### config.mk
export PLATFORM = sky130hd
export DESIGN_NAME = baby_control_sequencer_flat
export DESIGN_NICKNAME = d
export VERILOG_FILES = /design/src/rtl/baby_control_sequencer_if.sv /design/src/rtl/baby_control_sequencer.sv /design/src/flat_wrapper.sv
export SDC_FILE = /design/constraint.sdc
export NUM_CORES = 1
export LEC_CHECK = 0
export ABC_CLOCK_PERIOD_IN_PS = 2400
export BUFFER_PORTS_ARGS = -buffer_cell sky130_fd_sc_hd__clkbuf_2
export CORE_MARGIN = 2
export CORE_UTILIZATION = 38
export CTS_CLUSTER_SIZE = 16
export DETAILED_ROUTE_END_ITERATION = 8
export PLACE_DENSITY = 0.65
export SLEW_MARGIN = 30
export SYNTH_ARGS = -nofsm -noshare
export SYNTH_HDL_FRONTEND = slang
export SYNTH_SLANG_ARGS = --single-unit
### constraint.sdc
create_clock -name clk_i -period 2.4 [get_ports clk_i]
set_input_delay 0.6 -clock clk_i [delete_from_list [all_inputs] [get_ports clk_i]]
set_output_delay 0.6 -clock clk_i [all_outputs]
set_load 0.05 [all_outputs]
### src/rtl/baby_control_sequencer_if.sv
// ============================================================================
// baby_control_sequencer_if
// ----------------------------------------------------------------------------
// Bundles every signal between the Manchester Baby instruction sequencer and
// the rest of the machine: front-panel controls, the store handshake, the
// gating strobes into the CI/PI/accumulator datapath, and panel status.
//
// Signals
//   run           panel RUN level, high for continuous execution
//   step          panel STEP pulse, one instruction from HALT
//   opcode[2:0]   function field from the PI register
//   acc_neg       accumulator sign bit (CMP skip condition)
//   mem_ack       store acknowledge
//   mem_req       store access request
//   mem_we        store write qualifier, meaningful only with mem_req
//   ci_inc        CI increment strobe
//   ci_load       CI load strobe (JMP)
//   ci_add        CI add strobe (JRP)
//   pi_load       PI load strobe
//   acc_load_neg  accumulator load-negated strobe (LDN)
//   acc_sub       accumulator subtract strobe (SUB)
//   halted        sequencer is in HALT
//   fault         sequencer is in FAULT
//   state[2:0]    current state encoding for the panel
//
// Modports
//   master  the sequencer: it initiates store requests and drives strobes
//   slave   the environment: panel, store and datapath
// ============================================================================
interface baby_control_sequencer_if;

    logic       run;
    logic       step;
    logic [2:0] opcode;
    logic       acc_neg;
    logic       mem_ack;

    logic       mem_req;
    logic       mem_we;
    logic       ci_inc;
    logic       ci_load;
    logic       ci_add;
    logic       pi_load;
    logic       acc_load_neg;
    logic       acc_sub;
    logic       halted;
    logic       fault;
    logic [2:0] state;

    modport master (
        input  run, step, opcode, acc_neg, mem_ack,
        output mem_req, mem_we, ci_inc, ci_load, ci_add, pi_load,
               acc_load_neg, acc_sub, halted, fault, state
    );

    modport slave (
        output run, step, opcode, acc_neg, mem_ack,
        input  mem_req, mem_we, ci_inc, ci_load, ci_add, pi_load,
               acc_load_neg, acc_sub, halted, fault, state
    );

endinterface

### src/rtl/baby_control_sequencer.sv
// ============================================================================
// baby_control_sequencer
// ----------------------------------------------------------------------------
// Instruction-cycle sequencer for the Manchester Baby TTL datapath. Each
// instruction walks INC -> FETCH -> DECODE -> EXEC or MEMOP. The sequencer
// emits one-cycle strobes that the gating logic ANDs with data lines to load
// CI, PI and the accumulator, and it runs the store request/acknowledge
// handshake with a bounded wait. A request that is not acknowledged within
// TIMEOUT cycles parks the machine in FAULT until reset.
//
// Parameters
//   TIMEOUT   maximum request cycles waiting for mem_ack, legal range 1..255
//
// Ports
//   clk_i     system clock, rising edge
//   rst_i     asynchronous active-high reset
//   bus       baby_control_sequencer_if.master (controls, store, strobes,
//             status; see the interface file for the signal list)
//
// State encodings are visible on bus.state:
//   HALT=0 INC=1 FETCH=2 DECODE=3 EXEC=4 MEMOP=5 FAULT=6
// Encoding 7 cannot be reached; if it ever appears the machine faults.
// ============================================================================
module baby_control_sequencer #(
    parameter int unsigned TIMEOUT = 15
) (
    input  logic                            clk_i,
    input  logic                            rst_i,
    baby_control_sequencer_if.master        bus
);

    // ------------------------------------------------------------------------
    // Encodings
    // ------------------------------------------------------------------------
    typedef enum logic [2:0] {
        S_HALT   = 3'd0,
        S_INC    = 3'd1,
        S_FETCH  = 3'd2,
        S_DECODE = 3'd3,
        S_EXEC   = 3'd4,
        S_MEMOP  = 3'd5,
        S_FAULT  = 3'd6
    } state_e;

    localparam logic [2:0] OP_JMP  = 3'd0;
    localparam logic [2:0] OP_JRP  = 3'd1;
    localparam logic [2:0] OP_LDN  = 3'd2;
    localparam logic [2:0] OP_STO  = 3'd3;
    localparam logic [2:0] OP_SUB  = 3'd4;
    localparam logic [2:0] OP_SUB2 = 3'd5;
    localparam logic [2:0] OP_CMP  = 3'd6;
    localparam logic [2:0] OP_STP  = 3'd7;

    // The counter holds (request cycle - 1), so the last cycle in which an
    // ack is still accepted is the one where the counter equals TIMEOUT-1.
    localparam logic [7:0] LAST_REQ = 8'(TIMEOUT - 1);

    // ------------------------------------------------------------------------
    // State
    // ------------------------------------------------------------------------
    state_e     state_q, state_d;
    logic [2:0] op_q,    op_d;     // opcode latched in DECODE
    logic       step_q,  step_d;   // instruction was started by STEP
    logic [7:0] cnt_q,   cnt_d;    // request wait counter

    // Where an ordinary instruction goes once it completes: keep running only
    // under RUN and only if this instruction was not a single step.
    state_e     end_state;
    assign end_state = (bus.run && !step_q) ? S_INC : S_HALT;

    // NOTE: sequential state uses non-blocking assignments so every register
    // samples the pre-edge values of the others, whatever the block order.
    always_ff @(posedge clk_i or posedge rst_i) begin
        if (rst_i) begin
            state_q <= S_HALT;
            op_q    <= 3'd0;
            step_q  <= 1'b0;
            cnt_q   <= 8'd0;
        end else begin
            state_q <= state_d;
            op_q    <= op_d;
            step_q  <= step_d;
            cnt_q   <= cnt_d;
        end
    end

    // ------------------------------------------------------------------------
    // Next state and Mealy strobes
    // ------------------------------------------------------------------------
    // NOTE: every signal written here gets a default before the case so that
    // no path through the block leaves one unassigned and infers a latch.
    always_comb begin
        state_d          = state_q;
        op_d             = op_q;
        step_d           = step_q;
        cnt_d            = cnt_q;

        bus.mem_req      = 1'b0;
        bus.mem_we       = 1'b0;
        bus.ci_inc       = 1'b0;
        bus.ci_load      = 1'b0;
        bus.ci_add       = 1'b0;
        bus.pi_load      = 1'b0;
        bus.acc_load_neg = 1'b0;
        bus.acc_sub      = 1'b0;

        case (state_q)
            S_HALT: begin
                // RUN takes precedence over a coincident STEP.
                if (bus.run) begin
                    state_d = S_INC;
                    step_d  = 1'b0;
                end else if (bus.step) begin
                    state_d = S_INC;
                    step_d  = 1'b1;
                end
            end

            S_INC: begin
                bus.ci_inc = 1'b1;
                cnt_d      = 8'd0;
                state_d    = S_FETCH;
            end

            S_FETCH: begin
                bus.mem_req = 1'b1;
                // An ack in the final permitted cycle beats the timeout.
                if (bus.mem_ack) begin
                    bus.pi_load = 1'b1;
                    state_d     = S_DECODE;
                end else if (cnt_q == LAST_REQ) begin
                    state_d = S_FAULT;
                end else begin
                    cnt_d = cnt_q + 8'd1;
                end
            end

            S_DECODE: begin
                op_d  = bus.opcode;
                cnt_d = 8'd0;
                case (bus.opcode)
                    OP_LDN, OP_STO, OP_SUB, OP_SUB2: state_d = S_MEMOP;
                    default:                         state_d = S_EXEC;
                endcase
            end

            S_EXEC: begin
                case (op_q)
                    OP_JMP:  bus.ci_load = 1'b1;
                    OP_JRP:  bus.ci_add  = 1'b1;
                    OP_CMP:  bus.ci_inc  = bus.acc_neg;  // skip next word
                    default: ;
                endcase
                state_d = (op_q == OP_STP) ? S_HALT : end_state;
            end

            S_MEMOP: begin
                bus.mem_req = 1'b1;
                bus.mem_we  = (op_q == OP_STO);
                if (bus.mem_ack) begin
                    bus.acc_load_neg = (op_q == OP_LDN);
                    bus.acc_sub      = (op_q == OP_SUB) || (op_q == OP_SUB2);
                    state_d          = end_state;
                end else if (cnt_q == LAST_REQ) begin
                    state_d = S_FAULT;
                end else begin
                    cnt_d = cnt_q + 8'd1;
                end
            end

            S_FAULT: begin
                state_d = S_FAULT;
            end

            default: begin
                state_d = S_FAULT;
            end
        endcase
    end

    // ------------------------------------------------------------------------
    // Status
    // ------------------------------------------------------------------------
    assign bus.halted = (state_q == S_HALT);
    assign bus.fault  = (state_q == S_FAULT);
    assign bus.state  = state_q;

endmodule
### src/flat_wrapper.sv
// flat-port wrapper written by rule: the top's interface ports become plain ports
module baby_control_sequencer_flat 
#(
    parameter int unsigned TIMEOUT = 15
)
  (clk_i, rst_i, bus_run, bus_step, bus_opcode, bus_acc_neg, bus_mem_ack, bus_mem_req, bus_mem_we, bus_ci_inc, bus_ci_load, bus_ci_add, bus_pi_load, bus_acc_load_neg, bus_acc_sub, bus_halted, bus_fault, bus_state);
  baby_control_sequencer_if bus_i ();
  input  logic clk_i;
  input  logic rst_i;
  input wire logic [$bits(bus_i.run)-1:0] bus_run;
  input wire logic [$bits(bus_i.step)-1:0] bus_step;
  input wire logic [$bits(bus_i.opcode)-1:0] bus_opcode;
  input wire logic [$bits(bus_i.acc_neg)-1:0] bus_acc_neg;
  input wire logic [$bits(bus_i.mem_ack)-1:0] bus_mem_ack;
  output wire logic [$bits(bus_i.mem_req)-1:0] bus_mem_req;
  output wire logic [$bits(bus_i.mem_we)-1:0] bus_mem_we;
  output wire logic [$bits(bus_i.ci_inc)-1:0] bus_ci_inc;
  output wire logic [$bits(bus_i.ci_load)-1:0] bus_ci_load;
  output wire logic [$bits(bus_i.ci_add)-1:0] bus_ci_add;
  output wire logic [$bits(bus_i.pi_load)-1:0] bus_pi_load;
  output wire logic [$bits(bus_i.acc_load_neg)-1:0] bus_acc_load_neg;
  output wire logic [$bits(bus_i.acc_sub)-1:0] bus_acc_sub;
  output wire logic [$bits(bus_i.halted)-1:0] bus_halted;
  output wire logic [$bits(bus_i.fault)-1:0] bus_fault;
  output wire logic [$bits(bus_i.state)-1:0] bus_state;
  assign bus_i.run = bus_run;
  assign bus_i.step = bus_step;
  assign bus_i.opcode = bus_opcode;
  assign bus_i.acc_neg = bus_acc_neg;
  assign bus_i.mem_ack = bus_mem_ack;
  assign bus_mem_req = bus_i.mem_req;
  assign bus_mem_we = bus_i.mem_we;
  assign bus_ci_inc = bus_i.ci_inc;
  assign bus_ci_load = bus_i.ci_load;
  assign bus_ci_add = bus_i.ci_add;
  assign bus_pi_load = bus_i.pi_load;
  assign bus_acc_load_neg = bus_i.acc_load_neg;
  assign bus_acc_sub = bus_i.acc_sub;
  assign bus_halted = bus_i.halted;
  assign bus_fault = bus_i.fault;
  assign bus_state = bus_i.state;
  baby_control_sequencer #(.TIMEOUT(TIMEOUT)) u_core (.clk_i(clk_i), .rst_i(rst_i), .bus(bus_i));
endmodule
**Word level (Yosys, flattened, before mapping)**

Cells that the tools add are included.

- Word-level logic and storage cells: 66
- Register bits after elaboration: 15

- Add/subtract/negate cells: 1
- Reduce and logical (&&, ||, !) cells: 12
- Muxes and demuxes: 28
- Equality and inequality tests: 21

Operator list:

| kind | count |
|---|---|
| == test 3 bit, second input constant | 9 |
| == test 3 x 2 -> 1 bit, second input constant | 6 |
| two-way mux 3 bit | 6 |
| one-hot mux 3 bit (6 select lines) | 1 |
| two-way mux 1 bit | 17 |
| two-way mux 8 bit | 2 |
| one-hot mux 8 bit (2 select lines) | 1 |
| adder 8 x 1 -> 8 bit, second input constant | 1 |
| == test 8 x 4 -> 1 bit, second input constant | 1 |
| == test 3 x 1 -> 1 bit, second input constant | 2 |
| logical NOT 3 bit | 2 |
| != test 2 bit, second input constant | 2 |
| nonzero test 2 bit | 2 |
| OR reduction 2 bit | 2 |
| OR reduction 4 bit | 1 |
| != test 3 bit, second input constant | 1 |
| AND reduction 3 bit | 1 |
| one-hot mux 1 bit (2 select lines) | 1 |
| AND reduction 2 bit | 1 |
| logical AND 1 bit | 1 |
| logical NOT 1 bit | 1 |
| logical OR 1 bit | 1 |

**Longest topological paths before layout**

Gate-level depths: netlist (run 1).

- Depth after elaboration: 5
- Depth in mapped cells: 6
- Gate-level depth less buffers: 6

**Least setup slack after synthesis (run 1)**

Ideal clock, no wire load.

- Path kind: register to output
- Start: register u_core.state_q[2], in the netlist u_core.bus.state[2]
- End: output port bus_acc_load_neg
- Path slack: -0.992 ns
- Data required time: 1.800 ns
- Arrival: 2.792 ns
- Buffers on the path: 1
- Stages on the path, launching flop included: 5
- Cell sequence: dfrtp_1 buf_2 and3b_1 nand2_1 nor4b_1

- Cells in the longest elaborated chain, start to end: 2

RTL lines:

| item | RTL line | RTL |
|---|---|---|
| start: declaration | baby_control_sequencer.sv:61 | `state_e state_q, state_d;` |
| start signal: assignment | baby_control_sequencer.sv:80 | `state_q <= state_d;` |
| == test 3 bit | baby_control_sequencer.sv:107 | `case (state_q)` |
| two-way mux 1 bit | baby_control_sequencer.sv:107 |  |
| end: declaration | flat_wrapper.sv:21 | `output wire logic [$bits(bus_i.acc_load_neg)-1:0] bus_acc_load_neg;` |

No other way between the ends.

**Final worst setup path (run 1)**

- Start: register u_core.state_q[0], in the netlist u_core.bus.state[0]
- End: output port bus_ci_inc

- Cells in the longest elaborated chain, start to end: 2

RTL lines:

| item | RTL line | RTL |
|---|---|---|
| == test 3 bit / == test 3 x 1 -> 1 bit (equally long branches) | baby_control_sequencer.sv:107 |  |
| one-hot mux 1 bit (2 select lines) (*) | baby_control_sequencer.sv:107 |  |
| end: declaration | flat_wrapper.sv:17 | `output wire logic [$bits(bus_i.ci_inc)-1:0] bus_ci_inc;` |

Every way passes the cells marked *; elsewhere a longest branch is shown, timed or not.

==> flow_metrics.py, run 1 <==
metrics = {
    "yosys": {
        "syn_nets": 125,
        "ys_seq_area_share_pct": 37.1,
        "yosysTopAreaCellShare_pct": 37.1,
        "ys.flop_type": "dfrtp_1",
        "synth.distinct_cells": 44,
        "synth_top_area_cell": "dfrtp_1",
        "ys_async_sr_fraction_pct": 100,
        "synthCells": 114,
        "syn_area_per_cell_um2": 8.88,
        "synth_area_um2": 1010,
        "synth-edff-count": 0,
        "ys_ff_latch": 15,
        "synth_area_leaders": "dfrtp_1, nand2_1, a21oi_1",
        "yosys_warnings": 0,
    },
    "timing": {
        "hold_violations": 0,
        "fin_worst_skew_ns": 0.00302,
        "rsz0062_at_grt": "no",
        "maxSlewViolCount": 0,
        "clock.fmax_mhz": 431,
        "worstMarginPinSlew_ns": 0.598,
        "layout_min_cycle_time_ns": 2.32,
        "timing.final.crit_share_pct": 96.7,
        "relSlewSlack_pct": 60.1,
        "setup_viol": 0,
        "postLayoutSetupSlackWorst_ns": 0.0797,
    },
    "cells_and_area": {
        "n_antenna_cell": 0,
        "seq_area_um2": 377,
        "layout-drive-gt1-share_pct": 33.1,
        "fillers": 256,
        "fin_area_um2": 1270,
        "multi_input_area_um2": 651,
        "area_growth_pct": 25.5,
        "fin_nets": 151,
    },
    "route": {
        "first_pass_iters": 3,
        "drc_errors": 0,
        "wl_per_cell_um": 13.7,
        "viasPerCell": 5.67,
        "vias": 958,
        "drtIter0Drc": 18,
        "postRouteAntennaNets": 0,
        "drt_wl_total_mm": 2.31,
    },
    "cts": {
        "numCtsBuffers": 3,
        "post-cts-setup-buffer-count": 0,
        "clk_latency_ns": 0.28,
        "cts_root_buffer": "clkbuf_4",
        "h-tree-depth": 1,
        "cts.clk_slew.worst_paths_ns": 0.09,
        "cts_tree": "done",
        "cts_buffer_depth": 2,
        "cts_num_sinks": 15,
    },
    "power_and_ir_drop": {
        "p_leak_uw": 0.000594,
        "power_uw": 1560,
        "p_per_area_nw_per_um2": 1230,
        "ir_drop_mv": 0.841,
    },
    "placement": {
        "place_ws_ns": 0.0786,
        "place_area_um2": 1220,
        "port_buffers": 21,
        "finalWeightedCongestion": 0.822,
        "place_hpwl_mm": 1.75,
    },
    "floorplan": {
        "core_um2": 2500,
        "fp.dieH_um": 55.6,
        "rows": 18,
        "dieArea_um2": 3090,
        "ios": 22,
        "die_x_um": 55.6,
        "initial_core_util_pct": 40.5,
    },
    "run": {
        "maxCapViolations": 0,
    },
    "grt": {
        "grt_pass1_vias": 927,
        "grt_start_max_net_pins": 16,
        "grt_usage_pct": 16.9,
        "grt_overflow": 0,
        "antenna_found_initial": 0,
        "grt_pass1_wl_mm": 4.23,
    },
    "setup_path": {
        "slowest_stage": "or4_4",
        "crit_path_start_kind": "flip-flop",
        "critPathMaxStageDelay_ns": 0.52,
        "path_class": "reg2out",
        "crit_path_max_fanout": 4,
        "cp-end-kind": "output port",
        "required_ns": 1.80,
        "cp_cell_sequence": "nand2b_1 > or4_4 > a21oi_4 > clkbuf_8",
        "arrival_ns": 1.72,
    },
    "hold_path": {
        "hold_class": "in2async",
    },
    "outcome": {
        "status": "completed",
    },
}
==> timing repair <==
item                       4_1_cts  5_1_grt
resized for setup                3        7
hold buffers                     0        0
setup endpoints to repair        2        4
gates cloned                     0        0
==> power by group <==
group	internal (uW)	switching (uW)	total, uW
Clock	64.4	82.3	147
Combinational	343	626	969
Sequential	341	101	442
==> cell type report <==
class,instances,area share (%)
Sequential cell,15,29.7
Clock buffer,4,2.07
Inverter,7,2.07
Tap cell,30,2.96
Timing Repair Buffer,25,12.0
Multi-Input combinational cell,88,51.2
==> per-layer routing <==
metal	up-vias	wire (um)	global-route usage, %
met5	-	0	0
met4	0	12	5.57
met3	2	83	4.19
met2	14	1110	25.5
met1	463	1110	23.7
li1	479	-	-
==> worst max-delay path, delay by kind of cell, from the launching register on <==
kind	cells	cell delay (ns)
AO/OA/AOI/OAI	1	0.16
buffers and inverters	1	0.19
flip-flops	1	0.38
AND/OR/NAND/NOR	2	0.72
==> synth_stat cells (2+ instances only) <==
cell,count
ha_1,2
o21ai_0,7
or2_2,3
mux2i_1,2
or4_1,4
and3_1,2
inv_1,7
o211ai_1,3
a21oi_1,7
nor2b_1,2
dfrtp_1,15
nor2_1,2
mux2_2,3
o21a_1,2
nand2b_1,3
nor3b_1,4
nor3_1,2
clkbuf_1,3
nand3_1,4
nand2_1,13
==> through the flow <==
step	cells	hold WS (ns)	TNS, ns	util [%]
floorplan	114	0.492	-0.0168	-
global placement	165	0.522	0	48.8
detailed placement	165	0.533	0	48.8
CTS	169	0.364	0	50.3
global route	169	0.396	0	50.8
finish	169	0.353	0	50.8
==> placed cells by master (no fill, tap or decap), drive strengths merged, types with 3 or more instances in the layout <==
cell type,instances
nor3b,4
o21ai,8
a21oi,7
or4,4
nand3,4
inv,7
nand2b,3
o211ai,3
clkbuf,23
buf,6
dfrtp,15
nand2,13
or2,3
mux2,3
==> logic make-up after synthesis <==
logic type      synth area share (%)
simple gates                    28.9
compound gates                  21.1
flops                           37.1
buf+inv                         4.20
mux                             5.32
fa+ha+maj                       2.47
xor+xnor                       0.865
==> state kept, by name (all words and copies together) (netlist names) <==
name	count
u_core.op_q	3
u_core.bus.state	3
u_core.step_q	1
u_core.cnt_q	8
==> final timing paths <==
kind | start | to | slack, ns | cells past startpoint
max | u_core.bus.state[0] | bus_ci_inc | 0.08 | 4
min | rst_i | u_core.op_q[1] | 0.35 | 2
max reg2reg | u_core.cnt_q[0] | u_core.cnt_q[6] | 0.41 | 6
min reg2reg | u_core.step_q | u_core.step_q | 0.56 | 2
max in group asynchronous | rst_i | u_core.bus.state[2] | 1.63 | 2
min in group clk_i | bus_run | u_core.step_q | 0.51 | 2
Note: power is estimated with default switching activity, not from simulation.
==> run 2, diff against run 1 <==
Settings changed: ABC_AREA set to 1.
==> flow_metrics.py, run 2 <==
metrics = {
    "outcome": {
        "status": "completed",
    },
    "yosys": {
        "synth_top_area_cell": "dfrtp_1",
        "ys_async_sr_fraction_pct": 100,
        "yosys_warnings": 0,
        "synth_area_leaders": "dfrtp_1, nand2_1, inv_1",
        "synth_most_common_cell": "nand2_1",
        "syn_nets": 155,
        "synth_top_family_by_area": "simple AND/OR/NAND/NOR gates",
        "synthAdderAreaFrac_pct": 2.40,
        "synth_area_um2": 1040,
        "yosysTopAreaCellShare_pct": 36.0,
        "synth_simple_gate_area_share_pct": 35.8,
        "synthCells": 144,
        "synth-edff-count": 0,
        "synth_compound_area_share_pct": 12.7,
        "syn_area_per_cell_um2": 7.24,
        "muxShareOfSynthArea_pct": 0,
        "ys_ff_latch": 15,
        "ys_top_cells_by_count": "nand2_1, dfrtp_1, inv_1",
        "synth.distinct_cells": 30,
        "synthXorXnorAreaFrac_pct": 0.840,
        "ys.flop_type": "dfrtp_1",
        "ys_seq_area_share_pct": 36.0,
    },
    "cells_and_area": {
        "fin_nets": 177,
        "layout_common_cells": "nand2_1, clkbuf_2, inv_1, dfrtp_1, nand3_1",
        "multi_input_area_um2": 584,
        "regMostFlops": "u_core.cnt_q",
        "area_growth_pct": 16.7,
        "fin_cells": 195,
        "seq_area_um2": 375,
        "layout_commonest_cell": "nand2_1",
        "largest_reg_flops": 8,
        "layout-drive-gt1-share_pct": 30.9,
        "fillers": 272,
        "n_antenna_cell": 0,
        "final_util_pct": 47.8,
    },
    "cts": {
        "cts.clk_slew.worst_paths_ns": 0.10,
        "cts_tree": "done",
        "cts_num_sinks": 15,
        "numCtsBuffers": 3,
        "h-tree-depth": 1,
        "postCtsHoldBufs": 0,
        "cts_root_buffer": "clkbuf_4",
        "cts_buffer_depth": 2,
        "clk_latency_ns": 0.29,
    },
    "timing": {
        "layout_min_cycle_time_ns": 2.23,
        "clock.fmax_mhz": 449,
        "worstMarginPinSlew_ns": 0.601,
        "timing.final.crit_share_pct": 92.9,
        "rsz0062_at_grt": "no",
        "maxSlewViolCount": 0,
        "postLayoutSetupSlackWorst_ns": 0.171,
        "setup_viol": 0,
        "hold_violations": 0,
        "fin_worst_skew_ns": 0.00218,
        "whs_ns": 0.341,
        "relSlewSlack_pct": 59.9,
    },
    "setup_path": {
        "path_buf_inv": 1,
        "slowest_stage": "dfrtp_1",
        "arrival_ns": 1.63,
        "critPathTopFamily": "flip-flops",
        "crit_path_max_fanout": 9,
        "critPathMaxStageDelay_ns": 0.52,
        "r2r_cells": 8,
        "cp-end-kind": "output port",
        "cp_cell_sequence": "nor2_2 > nand2_1 > nor4_2 > clkbuf_2",
        "crit_path_start_kind": "flip-flop",
        "path_depth": 4,
        "path_class": "reg2out",
        "required_ns": 1.80,
    },
    "grt": {
        "gr-usage-met1_pct": 21.4,
        "antenna_found_initial": 0,
        "grt_pass1_wl_mm": 4.22,
        "use_met2_pct": 27.1,
        "use_met3_pct": 3.00,
        "grt_overflow": 0,
        "busiest_layer": "met2",
        "grt_start_max_net_pins": 17,
        "grt_usage_pct": 16.7,
        "grt_pass1_vias": 971,
    },
    "floorplan": {
        "ios": 22,
        "fp.dieH_um": 56.4,
        "initial_core_util_pct": 41.0,
        "dieArea_um2": 3180,
        "die_x_um": 56.4,
        "core_um2": 2540,
        "rows": 18,
    },
    "placement": {
        "finalWeightedCongestion": 0.917,
        "port_buffers": 21,
        "dp_cells": 191,
        "place_ws_ns": 0.403,
        "place_hpwl_mm": 1.82,
    },
    "route": {
        "drtIter0Drc": 22,
        "viasPerCell": 5.05,
        "postRouteAntennaNets": 0,
        "drt_wl_total_mm": 2.33,
        "drc_errors": 0,
        "first_pass_iters": 3,
        "wl_per_cell_um": 12.0,
        "vias": 984,
    },
    "hold_path": {
        "hold_class": "in2async",
    },
    "power_and_ir_drop": {
        "p_per_area_nw_per_um2": 354,
        "p_leak_uw": 0.000610,
        "ir_drop_mv": 0.272,
    },
    "run": {
        "maxCapViolations": 0,
    },
}
## run 2: cell types whose count changed after synthesis, sizes merged, moves of 5 or more
cell,delta
nand2,+30
nor2,+9
o21ai,+7
nand4,+5
inv,+13
nand3,+9
## run 2: per-stage QoR
step / total power [uW] / cell area, um2 / TNS, ns
after global routing: 448 / 1220 / 0
after detailed placement: 281 / 1190 / 0
final: 431 / 1220 / 0
after global placement: 281 / 1190 / 0
after floorplan: 270 / 1080 / -0.487
after CTS: 437 / 1210 / 0
## run 2: metal layers
layer	vias to the layer above	share of wire, %
met4	0	0.77
met3	2	2.9
met1	455	48
li1	514	-
met2	13	48
met5	-	0
## run 2: cell type report
class / count / area share [%]
Inverter: 21 / 6.58
Tap cell: 30 / 3.09
Clock buffer: 4 / 2.16
Timing Repair Buffer: 22 / 9.26
Sequential cell: 15 / 30.9
Multi-Input combinational cell: 103 / 48.0
## run 2: timing repair
item | in CTS | in global routing
endpoints found under the setup margin | 0 | 2
gates resized for setup | 0 | 1
hold endpoints to repair | 0 | 0
buffers inserted | 0 | 0
## run 2: final timing paths
kind / start / end / slack (ns)
min reg2reg: u_core.step_q / u_core.step_q / 0.54
min: rst_i / u_core.op_q[2] / 0.34
max reg2reg: u_core.bus.state[1] / u_core.cnt_q[2] / 0.80
max: u_core.bus.state[1] / bus_ci_load / 0.17
min in group clk_i: bus_run / u_core.step_q / 0.53
max in group asynchronous: rst_i / u_core.cnt_q[7] / 1.67
## run 2: where the power goes
group          internal (uW)  switching, uW
sequential               253           1.49
clock                   64.5           90.7
combinational           6.91           13.9
total                    325            106
## run 2: cell families after synthesis
family	count (synthesis)
AOI/OAI and AO/OA	21
DFF	15
adders and majority gates	2
buffers and inverters	26
and+or+nand+nor	79
xor gates and xnor gates	1
==> run 3, diff against run 2 <==
--- a/constraint.sdc
+++ b/constraint.sdc
@@ -3,2 +3,2 @@
 set_output_delay 0.6 -clock clk_i [all_outputs]
-set_load 0.05 [all_outputs]
+set_load 0.02 [all_outputs]
==> flow_metrics.py, run 3 (same netlist as run 2, synthesis figures left out) <==
metrics = {
    "timing": {
        "rsz0062_at_grt": "no",
        "hold_violations": 0,
        "maxSlewViolCount": 0,
        "relSlewSlack_pct": 59.6,
        "layout_min_cycle_time_ns": 2.13,
        "timing.final.crit_share_pct": 88.6,
        "fin_worst_skew_ns": 0.00813,
        "setup_viol": 0,
        "clock.fmax_mhz": 470,
        "finalSetupTns_ns": 0,
        "worstMarginPinSlew_ns": 0.606,
    },
    "grt": {
        "busiest_layer": "met2",
        "antenna_found_initial": 0,
        "grt_start_max_net_pins": 17,
        "gr-usage-met1_pct": 20.6,
        "use_met3_pct": 2.76,
        "grt_usage_pct": 14.6,
        "grt_pass1_wl_mm": 3.64,
        "grt_pass1_vias": 809,
        "grt_overflow": 0,
        "use_met2_pct": 21.8,
    },
    "route": {
        "drc_errors": 0,
        "first_pass_iters": 4,
        "vias": 963,
        "wl_per_cell_um": 11.0,
        "viasPerCell": 4.96,
        "drt_wl_total_mm": 2.13,
        "postRouteAntennaNets": 0,
        "drtIter0Drc": 27,
    },
    "cells_and_area": {
        "layout_commonest_cell": "nand2_1",
        "fin_nets": 176,
        "layout_common_cells": "nand2_1, clkbuf_2, inv_1, dfrtp_1, nand3_1",
        "largest_reg_flops": 8,
        "seq_area_um2": 375,
        "n_antenna_cell": 0,
        "regMostFlops": "u_core.cnt_q",
        "fillers": 270,
        "multi_input_area_um2": 542,
        "fin_area_um2": 1170,
        "area_growth_pct": 12.0,
        "layout-drive-gt1-share_pct": 28.7,
    },
    "placement": {
        "place_area_um2": 1140,
        "port_buffers": 21,
        "place_hpwl_mm": 1.67,
        "finalWeightedCongestion": 0.801,
    },
    "setup_path": {
        "path_class": "reg2out",
        "cp_cell_sequence": "inv_2 > nand3_2 > nand2_2 > clkbuf_2",
        "crit_path_max_fanout": 11,
        "critPathTopFamily": "flip-flops",
        "worstSetupStartpoint": "u_core.bus.state[2]",
        "arrival_ns": 1.53,
        "crit_path_start_kind": "flip-flop",
        "cp-end-kind": "output port",
        "path_buf_inv": 2,
        "critPathMaxStageDelay_ns": 0.51,
        "r2r_start": "u_core.bus.state[1]",
        "slowest_stage": "dfrtp_1",
        "required_ns": 1.80,
    },
    "cts": {
        "cts.clk_slew.worst_paths_ns": 0.10,
        "h-tree-depth": 1,
        "cts_root_buffer": "clkbuf_4",
        "numCtsBuffers": 3,
        "cts_num_sinks": 15,
        "post-cts-setup-buffer-count": 0,
        "cts_buffer_depth": 2,
        "clk_latency_ns": 0.30,
        "cts_tree": "done",
    },
    "floorplan": {
        "ios": 22,
        "dieArea_um2": 3180,
        "rows": 18,
        "fp.dieH_um": 56.4,
        "die_x_um": 56.4,
        "core_um2": 2540,
        "initial_core_util_pct": 41.0,
    },
    "hold_path": {
        "hold_class": "in2async",
    },
    "run": {
        "maxCapViolations": 0,
    },
    "power_and_ir_drop": {
        "p_leak_uw": 0.000607,
        "ir_drop_mv": 0.203,
        "p_per_area_nw_per_um2": 370,
    },
    "outcome": {
        "status": "completed",
    },
}
[run 3: per-stage QoR]
stage | setup slack, ns | util [%] | total power [uW] | hold WS, ns | instances
floorplan | 0.230 | - | 269 | 0.497 | 144
global placement | 0.553 | 44.7 | 279 | 0.520 | 190
detailed placement | 0.531 | 44.7 | 280 | 0.522 | 190
CTS | 0.189 | 45.8 | 437 | 0.352 | 194
global route | 0.0893 | 45.9 | 445 | 0.387 | 194
finish | 0.273 | 45.9 | 432 | 0.329 | 194
[run 3: per-layer routing]
| layer | share of wire [%] | vias to the layer above |
|---|---|---|
| li1 | - | 512 |
| met5 | 0 | - |
| met3 | 3.9 | 5 |
| met2 | 45 | 14 |
| met1 | 50 | 432 |
| met4 | 1.7 | 0 |
[run 3: report_power, final]
part	switching [uW]	internal [uW]
sequential	1.00	253
combinational	12.8	6.91
clock	95.7	62.2
total	109	323
[run 3: worst paths after layout]
path                                            end  slack, ns  depth (start not counted)
worst max-delay path                    bus_mem_req       0.27                          4
worst min-delay path            u_core.bus.state[2]       0.33                          2
worst max register to register      u_core.cnt_q[0]       0.87                          7
worst min register to register        u_core.step_q       0.54                          2
max in group asynchronous           u_core.cnt_q[5]       1.67                          2
min in group clk_i                    u_core.step_q       0.51                          2
[run 3: final cells by class]
cell class                      instances  area share [%]
Multi-Input combinational cell        103            46.4
Timing Repair Buffer                   21            9.00
Clock buffer                            3            1.93
Inverter                               21            6.86
Clock inverter                          1           0.429
Sequential cell                        15            32.2
Tap cell                               30            3.22
[run 3: what timing repair did]
| action | in CTS | in global routing |
|---|---|---|
| gates resized for setup | 0 | 1 |
| endpoints found under the hold margin | 0 | 0 |
| setup endpoints to repair | 0 | 1 |
| hold buffers | 0 | 0 |
